<file path="src/rtl/uart_pkg.sv">
// uart_pkg
// Shared definitions for the UART blocks: parity mode codes, the serialiser
// FSM state encoding and the default bit period for the 100 MHz board clock.
// No ports; import with "import uart_pkg::*;".
package uart_pkg;

  // Parity mode codes used for the PARITY parameter
  localparam int PAR_NONE = 0;
  localparam int PAR_EVEN = 1;
  localparam int PAR_ODD  = 2;

  // 100 MHz / 115200 baud
  localparam int DEFAULT_CLKS_PER_BIT = 868;

  // Serialiser FSM state encoding
  localparam logic [2:0] ST_IDLE  = 3'd0;
  localparam logic [2:0] ST_START = 3'd1;
  localparam logic [2:0] ST_DATA  = 3'd2;
  localparam logic [2:0] ST_PAR   = 3'd3;
  localparam logic [2:0] ST_STOP  = 3'd4;

  typedef enum logic [2:0] {
    IDLE  = ST_IDLE,
    START = ST_START,
    DATA  = ST_DATA,
    PAR   = ST_PAR,
    STOP  = ST_STOP
  } txState_t;

endpackage

</file>
<file path="src/rtl/sync_fifo.sv">
// sync_fifo
// Single-clock FIFO with registered pointers and occupancy count. Writes
// while full are dropped and latch a sticky overflow flag. The head entry is
// always visible on o_data so a reader can pop and use it in the same cycle.
//
// Ports:
//   clk        - rising-edge clock
//   reset      - synchronous active-high reset (clears pointers, count, overflow)
//   i_push     - write i_data this cycle (ignored when full)
//   i_data     - data to write
//   i_pop      - discard the head entry this cycle (ignored when empty)
//   o_data     - current head entry
//   o_full     - FIFO holds DEPTH entries
//   o_empty    - FIFO holds 0 entries
//   o_count    - current occupancy
//   o_overflow - sticky: a push was dropped since the last reset
module sync_fifo
  import uart_pkg::*;
#(
  parameter int WIDTH = 8,
  parameter int DEPTH = 16
) (
  input  logic                     clk,
  input  logic                     reset,
  input  logic                     i_push,
  input  logic [WIDTH-1:0]         i_data,
  input  logic                     i_pop,
  output logic [WIDTH-1:0]         o_data,
  output logic                     o_full,
  output logic                     o_empty,
  output logic [$clog2(DEPTH):0]   o_count,
  output logic                     o_overflow
);

  localparam int AW = $clog2(DEPTH);
  localparam int CW = AW + 1;
  localparam logic [CW-1:0] FULL_COUNT = CW'(DEPTH);

  logic [WIDTH-1:0] r_mem [DEPTH];
  logic [AW-1:0]    r_wrPtr;
  logic [AW-1:0]    r_rdPtr;
  logic [CW-1:0]    r_count;
  logic             r_overflow;

  logic w_full;
  logic w_empty;
  logic w_doPush;
  logic w_doPop;

  // Full/empty come from the pre-edge count, so a push while full is
  // dropped even if a pop happens on the same edge.
  assign w_full   = (r_count == FULL_COUNT);
  assign w_empty  = (r_count == '0);
  assign w_doPush = i_push && !w_full;
  assign w_doPop  = i_pop && !w_empty;

  // Storage array carries no reset; only the pointers decide what is valid.
  always_ff @(posedge clk) begin
    if (w_doPush) begin
      r_mem[r_wrPtr] <= i_data;
    end
  end

  // Pointers wrap naturally because DEPTH is a power of two.
  always_ff @(posedge clk) begin
    if (reset) begin
      r_wrPtr    <= '0;
      r_rdPtr    <= '0;
      r_count    <= '0;
      r_overflow <= 1'b0;
    end else begin
      if (w_doPush) begin
        r_wrPtr <= r_wrPtr + AW'(1);
      end
      if (w_doPop) begin
        r_rdPtr <= r_rdPtr + AW'(1);
      end
      unique case ({w_doPush, w_doPop})
        2'b10:   r_count <= r_count + CW'(1);
        2'b01:   r_count <= r_count - CW'(1);
        default: r_count <= r_count;
      endcase
      if (i_push && w_full) begin
        r_overflow <= 1'b1;
      end
    end
  end

  assign o_data     = r_mem[r_rdPtr];
  assign o_full     = w_full;
  assign o_empty    = w_empty;
  assign o_count    = r_count;
  assign o_overflow = r_overflow;

endmodule

</file>
<file path="src/rtl/uart_tx_buffered.sv">
// uart_tx_buffered
// FIFO-buffered UART transmitter. Bytes are pushed into a sync_fifo without
// back-pressure; the serialiser pops them and sends start, LSB-first data,
// optional parity and stop bits, chaining frames with no idle gap while the
// FIFO has data.
//
// Ports:
//   clk      - rising-edge clock
//   reset    - synchronous active-high reset; aborts any frame, flushes FIFO
//   wr_en    - push wr_data into the FIFO this cycle
//   wr_data  - payload to transmit
//   full     - FIFO holds FIFO_DEPTH entries
//   empty    - FIFO holds 0 entries
//   count    - FIFO occupancy
//   overflow - sticky: a write was dropped because the FIFO was full
//   busy     - serialiser is not idle
//   UART_TX  - registered serial line, idles high
module uart_tx_buffered
  import uart_pkg::*;
#(
  parameter int CLKS_PER_BIT = DEFAULT_CLKS_PER_BIT,
  parameter int DATA_BITS    = 8,
  parameter int FIFO_DEPTH   = 16,
  parameter int PARITY       = PAR_NONE,
  parameter int STOP_BITS    = 1
) (
  input  logic                          clk,
  input  logic                          reset,
  input  logic                          wr_en,
  input  logic [DATA_BITS-1:0]          wr_data,
  output logic                          full,
  output logic                          empty,
  output logic [$clog2(FIFO_DEPTH):0]   count,
  output logic                          overflow,
  output logic                          busy,
  output logic                          UART_TX
);

  localparam int BAUD_W = $clog2(CLKS_PER_BIT);
  localparam int IDX_W  = $clog2(DATA_BITS);

  localparam logic [BAUD_W-1:0] BAUD_LAST = BAUD_W'(CLKS_PER_BIT - 1);
  localparam logic [IDX_W-1:0]  DATA_LAST = IDX_W'(DATA_BITS - 1);
  localparam logic [IDX_W-1:0]  STOP_LAST = IDX_W'(STOP_BITS - 1);

  localparam bit HAS_PARITY    = (PARITY == PAR_EVEN) || (PARITY == PAR_ODD);
  localparam bit PARITY_INVERT = (PARITY == PAR_ODD);

  txState_t               r_state;
  logic [BAUD_W-1:0]      r_baud;
  logic [IDX_W-1:0]       r_bitIdx;
  logic [DATA_BITS-1:0]   r_shift;
  logic                   r_parity;
  logic                   r_tx;

  txState_t               w_stateNext;
  logic [BAUD_W-1:0]      w_baudNext;
  logic [IDX_W-1:0]       w_bitIdxNext;
  logic [DATA_BITS-1:0]   w_shiftNext;
  logic                   w_parityNext;
  logic                   w_txNext;
  logic                   w_pop;
  logic                   w_baudDone;
  logic                   w_empty;
  logic [DATA_BITS-1:0]   w_head;
  logic                   w_headParity;

  sync_fifo #(
    .WIDTH (DATA_BITS),
    .DEPTH (FIFO_DEPTH)
  ) u_fifo (
    .clk        (clk),
    .reset      (reset),
    .i_push     (wr_en),
    .i_data     (wr_data),
    .i_pop      (w_pop),
    .o_data     (w_head),
    .o_full     (full),
    .o_empty    (w_empty),
    .o_count    (count),
    .o_overflow (overflow)
  );

  assign w_baudDone   = (r_baud == BAUD_LAST);
  // Parity is fixed at pop time from the untouched payload.
  assign w_headParity = (^w_head) ^ PARITY_INVERT;

  // Next-state logic. r_tx is the registered line, so every transition sets
  // the line value for the bit that starts after the edge. Popping happens
  // from IDLE and on the last cycle of STOP so frames chain without a gap.
  always_comb begin
    w_stateNext  = r_state;
    w_baudNext   = w_baudDone ? '0 : r_baud + BAUD_W'(1);
    w_bitIdxNext = r_bitIdx;
    w_shiftNext  = r_shift;
    w_parityNext = r_parity;
    w_txNext     = r_tx;
    w_pop        = 1'b0;

    case (r_state)
      IDLE: begin
        w_txNext   = 1'b1;
        w_baudNext = '0;
        if (!w_empty) begin
          w_pop        = 1'b1;
          w_shiftNext  = w_head;
          w_parityNext = w_headParity;
          w_stateNext  = START;
          w_txNext     = 1'b0;
        end
      end

      START: begin
        if (w_baudDone) begin
          w_stateNext  = DATA;
          w_bitIdxNext = '0;
          w_txNext     = r_shift[0];
        end
      end

      DATA: begin
        if (w_baudDone) begin
          if (r_bitIdx == DATA_LAST) begin
            w_bitIdxNext = '0;
            if (HAS_PARITY) begin
              w_stateNext = PAR;
              w_txNext    = r_parity;
            end else begin
              w_stateNext = STOP;
              w_txNext    = 1'b1;
            end
          end else begin
            w_shiftNext  = r_shift >> 1;
            w_bitIdxNext = r_bitIdx + IDX_W'(1);
            w_txNext     = r_shift[1];
          end
        end
      end

      PAR: begin
        if (w_baudDone) begin
          w_stateNext  = STOP;
          w_bitIdxNext = '0;
          w_txNext     = 1'b1;
        end
      end

      STOP: begin
        if (w_baudDone) begin
          if (r_bitIdx == STOP_LAST) begin
            if (!w_empty) begin
              w_pop        = 1'b1;
              w_shiftNext  = w_head;
              w_parityNext = w_headParity;
              w_stateNext  = START;
              w_txNext     = 1'b0;
            end else begin
              w_stateNext = IDLE;
              w_txNext    = 1'b1;
            end
          end else begin
            w_bitIdxNext = r_bitIdx + IDX_W'(1);
          end
        end
      end

      default: begin
        w_stateNext = IDLE;
        w_txNext    = 1'b1;
        w_baudNext  = '0;
      end
    endcase
  end

  // State and datapath registers; reset drops the line high immediately.
  always_ff @(posedge clk) begin
    if (reset) begin
      r_state  <= IDLE;
      r_baud   <= '0;
      r_bitIdx <= '0;
      r_shift  <= '0;
      r_parity <= 1'b0;
      r_tx     <= 1'b1;
    end else begin
      r_state  <= w_stateNext;
      r_baud   <= w_baudNext;
      r_bitIdx <= w_bitIdxNext;
      r_shift  <= w_shiftNext;
      r_parity <= w_parityNext;
      r_tx     <= w_txNext;
    end
  end

  assign empty   = w_empty;
  assign busy    = (r_state != IDLE);
  assign UART_TX = r_tx;

endmodule

</file>
<file path="config.mk">
export PLATFORM = sky130hd
export DESIGN_NAME = uart_tx_buffered
export DESIGN_NICKNAME = d
export VERILOG_FILES = /design/src/rtl/uart_pkg.sv /design/src/rtl/sync_fifo.sv /design/src/rtl/uart_tx_buffered.sv
export SDC_FILE = /design/constraint.sdc
export NUM_CORES = 1
export LEC_CHECK = 0
export ABC_CLOCK_PERIOD_IN_PS = 3900
export CAP_MARGIN = 25
export CORE_MARGIN = 5
export CORE_UTILIZATION = 45
export DETAILED_ROUTE_END_ITERATION = 10
export DONT_BUFFER_PORTS = 1
export PLACE_DENSITY_LB_ADDON = 0.08
export SKIP_LAST_GASP = 1
export SLEW_MARGIN = 40
export SYNTH_ARGS = -nofsm -noshare
export SYNTH_HDL_FRONTEND = slang
export SYNTH_SLANG_ARGS = --single-unit
</file>
<file path="constraint.sdc">
create_clock -name clk -period 3.9 [get_ports clk]
set_input_delay 0.975 -clock clk [delete_from_list [all_inputs] [get_ports clk]]
set_output_delay 0.975 -clock clk [all_outputs]
set_load 0.005 [all_outputs]
</file>
==> summary.md <==
| Metric | Value |
|---|---|
| Outcome | `finished, final reports clean` |
| DR vias/cell | `5.43` |
| Num CTS Buffers | `17` |
| Clock Tree Root | `clkbuf_16` |
| First-pass GRT wire length | `23,600 µm` |
| DR WL/cell | `20.6 µm` |
| Top post-synthesis cells by area | `edfxtp_1 54%, dfxtp_1 12%, mux4_2 6.3%` |
| Routed wire length | `14,900 µm` |
| Worst EP arrival | `3.79 ns` |
| Worst r2r path cells | `12` |
| Startpoint Class | `flop` |
| Count leader, synth | `edfxtp_1` |
| Max-cap violations | `0` |
| Hold crit path type | `reg2reg` |
| Final Hold Fails | `0` |
| Unrepaired setup endpoints after global routing | `no` |
| Reg-to-Reg Start | `u_fifo.o_count[1]$_SDFFE_PP0P_` |
| Die Area | `0.0185 mm²` |
| Setup CP Type | `reg2reg` |
| Max FO, Critical Path | `9` |
| DR pass1 iterations | `4` |
| Skew final | `0.0105 ns` |
| Area Growth Syn to Fin | `11.4%` |
| CORE AREA | `0.0158 mm²` |
| Distinct cells, synth | `55` |
| Net count, final | `521` |
| Post_cts resized | `0` |
| Longest Clk Path Bufs | `2` |
| WP data required | `4.26 ns` |
| Hold depth | `2` |
| Top FF cell, synth | `edfxtp_1` |
| Yosys top cell by area | `edfxtp_1` |
| PwrDens | `634 mW/mm²` |
| Fin crit share | `88.1%` |
| Initial antenna violation count | `0` |
| Slowest-stage cell, CP | `or4_4` |
| Leakage | `2.59 nW` |
| Crit path buffers/inverters | `1` |
| Post-synth top area share | `53.7%` |
| Vias | `3,939` |
| Top cells by count, synth | `128 x edfxtp_1, 47 x nor2_1, 43 x dfxtp_1` |
| Mapped Area | `0.00716 mm²` |
| Slew HR | `47.0%` |
| Die X | `136 µm` |
| DPL Wire Length | `9860 µm` |
| Vias in the first global route | `4,129` |
| Global route total overflow | `0` |
| Post-route ant nets | `0` |
| Row cnt | `46` |
| Max-slew violation count | `0` |
| Hold_sp | `r_shift[7]$_SDFFE_PP0P_` |
| GRT Overall Usage | `17.3%` |
| Sink Count | `171` |
| Largest net degree at the start of global routing | `35` |
| Worst slew pin tran | `0.792 ns` |
| FFs w/ async S/R, synth | `0%` |
| Share of cells above drive strength 1 | `15.3%` |
| Post-synthesis sequential area ratio | `65.7%` |
| Setup violators final | `0` |
| Critical Path End Type | `flop` |
| RR Endpoint | `u_fifo.o_count[4]$_SDFFE_PP0P_` |
| Fin Setup TNS | `0 ns` |
| H-tree Lvls | `4` |
| CP max stage delay | `0.58 ns` |
| Seq cells post-synth | `171` |
| Syn Inst Count | `494` |
| Clk_lat worst skew | `0.42 ns` |
| FMAX | `0.291 GHz` |
| Final GP Congestion | `0.800` |
| Syn avg cell area | `14.5 µm²` |
| Syn Nets | `517` |
| # hold bufs at CTS | `0` |
| Max IR drop VDD | `0.359 mV` |
| Crit path cell chain | `or4_4 > o21ai_2 > or2_1 > inv_1 > ha_1 > xor2_1 > ha_1 > a21oi_1 > a311o_1 > a31oi_1 > or3_1 > a21oi_1` |
| Crit path max-delay family | `simple AND/OR/NAND/NOR gates` |
| Worst reg2reg setup slack | `0.46 ns` |
| I/O pins | `21` |
| Input/output buffers | `0` |
| # DRC | `0` |
| Floorplan die height | `136 µm` |
| CTS tree | `done` |
| Post-CTS Setup Inserts | `0` |
| Clock-pin slew on the worst setup and hold paths | `0.06 ns` |
| Hold Path End | `r_shift[7]$_SDFFE_PP0P_` |
| Starting density of the core | `45.4%` |
| Diode count | `0` |
| EDFF count, synth | `128` |
| Fin crit period | `3.44 ns` |
| Synth warnings | `0` |
| Final setup margin | `0.463 ns` |
| Worst slack at placement | `0.488 ns` |
| Initial drt markers | `299` |
[state kept, by name, indices dropped and copies added, names as in the netlist, named ones only]
name	cells
u_fifo.r_wrPtr	4
u_fifo.r_rdPtr	4
r_bitIdx	3
r_baud	10
r_state	3
u_fifo.o_count	5
u_fifo.r_mem	128
u_fifo.o_overflow	1
UART_TX	1
r_shift	8
[metrics by stage]
step | cell area [µm²] | std cells | power (mW) | hold slack (ns) | utilization (%)
global placement | 7360 | 695 | 3.38 | 0.443 | 46.7
CTS | 7960 | 726 | 5.11 | 0.457 | 50.5
finish | 7980 | 726 | 5.05 | 0.455 | 50.6
floorplan | 7160 | 494 | 3.15 | 0.430 | -
detailed placement | 7360 | 695 | 3.39 | 0.449 | 46.7
global route | 7980 | 726 | 5.32 | 0.494 | 50.6
[kinds of logic (layout without fill, tap and decap cells)]
group / count (synthesis) / after routing / share of synthesized area (%)
flip-flops: 171 / 171 / 65.7
AND/OR/NAND/NOR: 136 / 136 / 9.81
AO/OA/AOI/OAI: 68 / 68 / 6.57
multiplexers: 54 / 54 / 11.1
buffers and inverters: 37 / 53 / 2.78
XOR/XNOR: 16 / 16 / 1.96
adder cells (fa/ha/maj): 12 / 12 / 2.10
[how the worst max path moves through the flow]
stage	slack, ns	to	startpoint	cells past startpoint
floorplan	0.72	u_fifo.o_count[4]$_SDFFE_PP0P_	wr_en	11
global placement	0.59	u_fifo.o_count[4]$_SDFFE_PP0P_	u_fifo.o_count[1]$_SDFFE_PP0P_	12
detailed placement	0.49	u_fifo.o_count[4]$_SDFFE_PP0P_	u_fifo.o_count[1]$_SDFFE_PP0P_	12
CTS	0.46	u_fifo.o_count[4]$_SDFFE_PP0P_	u_fifo.o_count[1]$_SDFFE_PP0P_	12
global route	0.19	u_fifo.o_count[4]$_SDFFE_PP0P_	u_fifo.o_count[1]$_SDFFE_PP0P_	12
finish	0.46	u_fifo.o_count[4]$_SDFFE_PP0P_	u_fifo.o_count[1]$_SDFFE_PP0P_	12
[power by group]
| group | internal [mW] | switching (mW) | total [mW] |
|---|---|---|---|
| clock network | 1.01 | 0.703 | 1.72 |
| registers | 2.08 | 0.130 | 2.21 |
| logic | 0.509 | 0.615 | 1.12 |
| total | 3.61 | 1.45 | 5.05 |
[placed cells by master, fill, tap and decap left out, types with 4 or more instances in the layout]
master / synthesis / layout
a21oi_1: 20 / 20
a221o_1: 5 / 5
a221oi_1: 9 / 9
and2_1: 5 / 5
buf_4: 5 / 8
clkbuf_16: 0 / 17
dfxtp_1: 43 / 42
edfxtp_1: 128 / 128
ha_1: 12 / 12
inv_1: 13 / 13
mux2i_1: 33 / 33
mux4_2: 20 / 20
nand2_1: 20 / 20
nand2b_1: 4 / 4
nand3_1: 7 / 7
nor2_1: 47 / 39
nor2_2: 0 / 8
nor2b_1: 11 / 11
nor3_1: 12 / 12
nor3b_1: 5 / 5
o21ai_0: 13 / 13
or3_1: 5 / 5
xnor2_1: 9 / 9
xor2_1: 7 / 7
[worst reg2reg max path: stages (launching register included)]
cell and delay (ns):
dfxtp_1 0.41, or4_4 0.59, o21ai_2 0.16, or2_1 0.35
inv_1 0.22, ha_1 0.34, xor2_1 0.18, ha_1 0.19
a21oi_1 0.24, a311o_1 0.21, a31oi_1 0.04, or3_1 0.32
a21oi_1 0.13
[layout make-up]
cell class	count	area, µm²
fill	1383	7790
sequential	171	4710
multi-input combinational	286	2270
clock buffer	19	433
tap	216	270
clock inverter	12	164
timing repair buffer	9	80.1
inverter	13	48.8
[per-layer routing]
layer / track usage (%) / up-vias / wire [µm]
met5: 0 / - / 0
met1: 22.4 / 1963 / 6700
met4: 4.65 / 0 / 162
li1: - / 1880 / -
met3: 4.77 / 13 / 657
met2: 28.9 / 83 / 7430
Power figures use the tool's default switching activity.
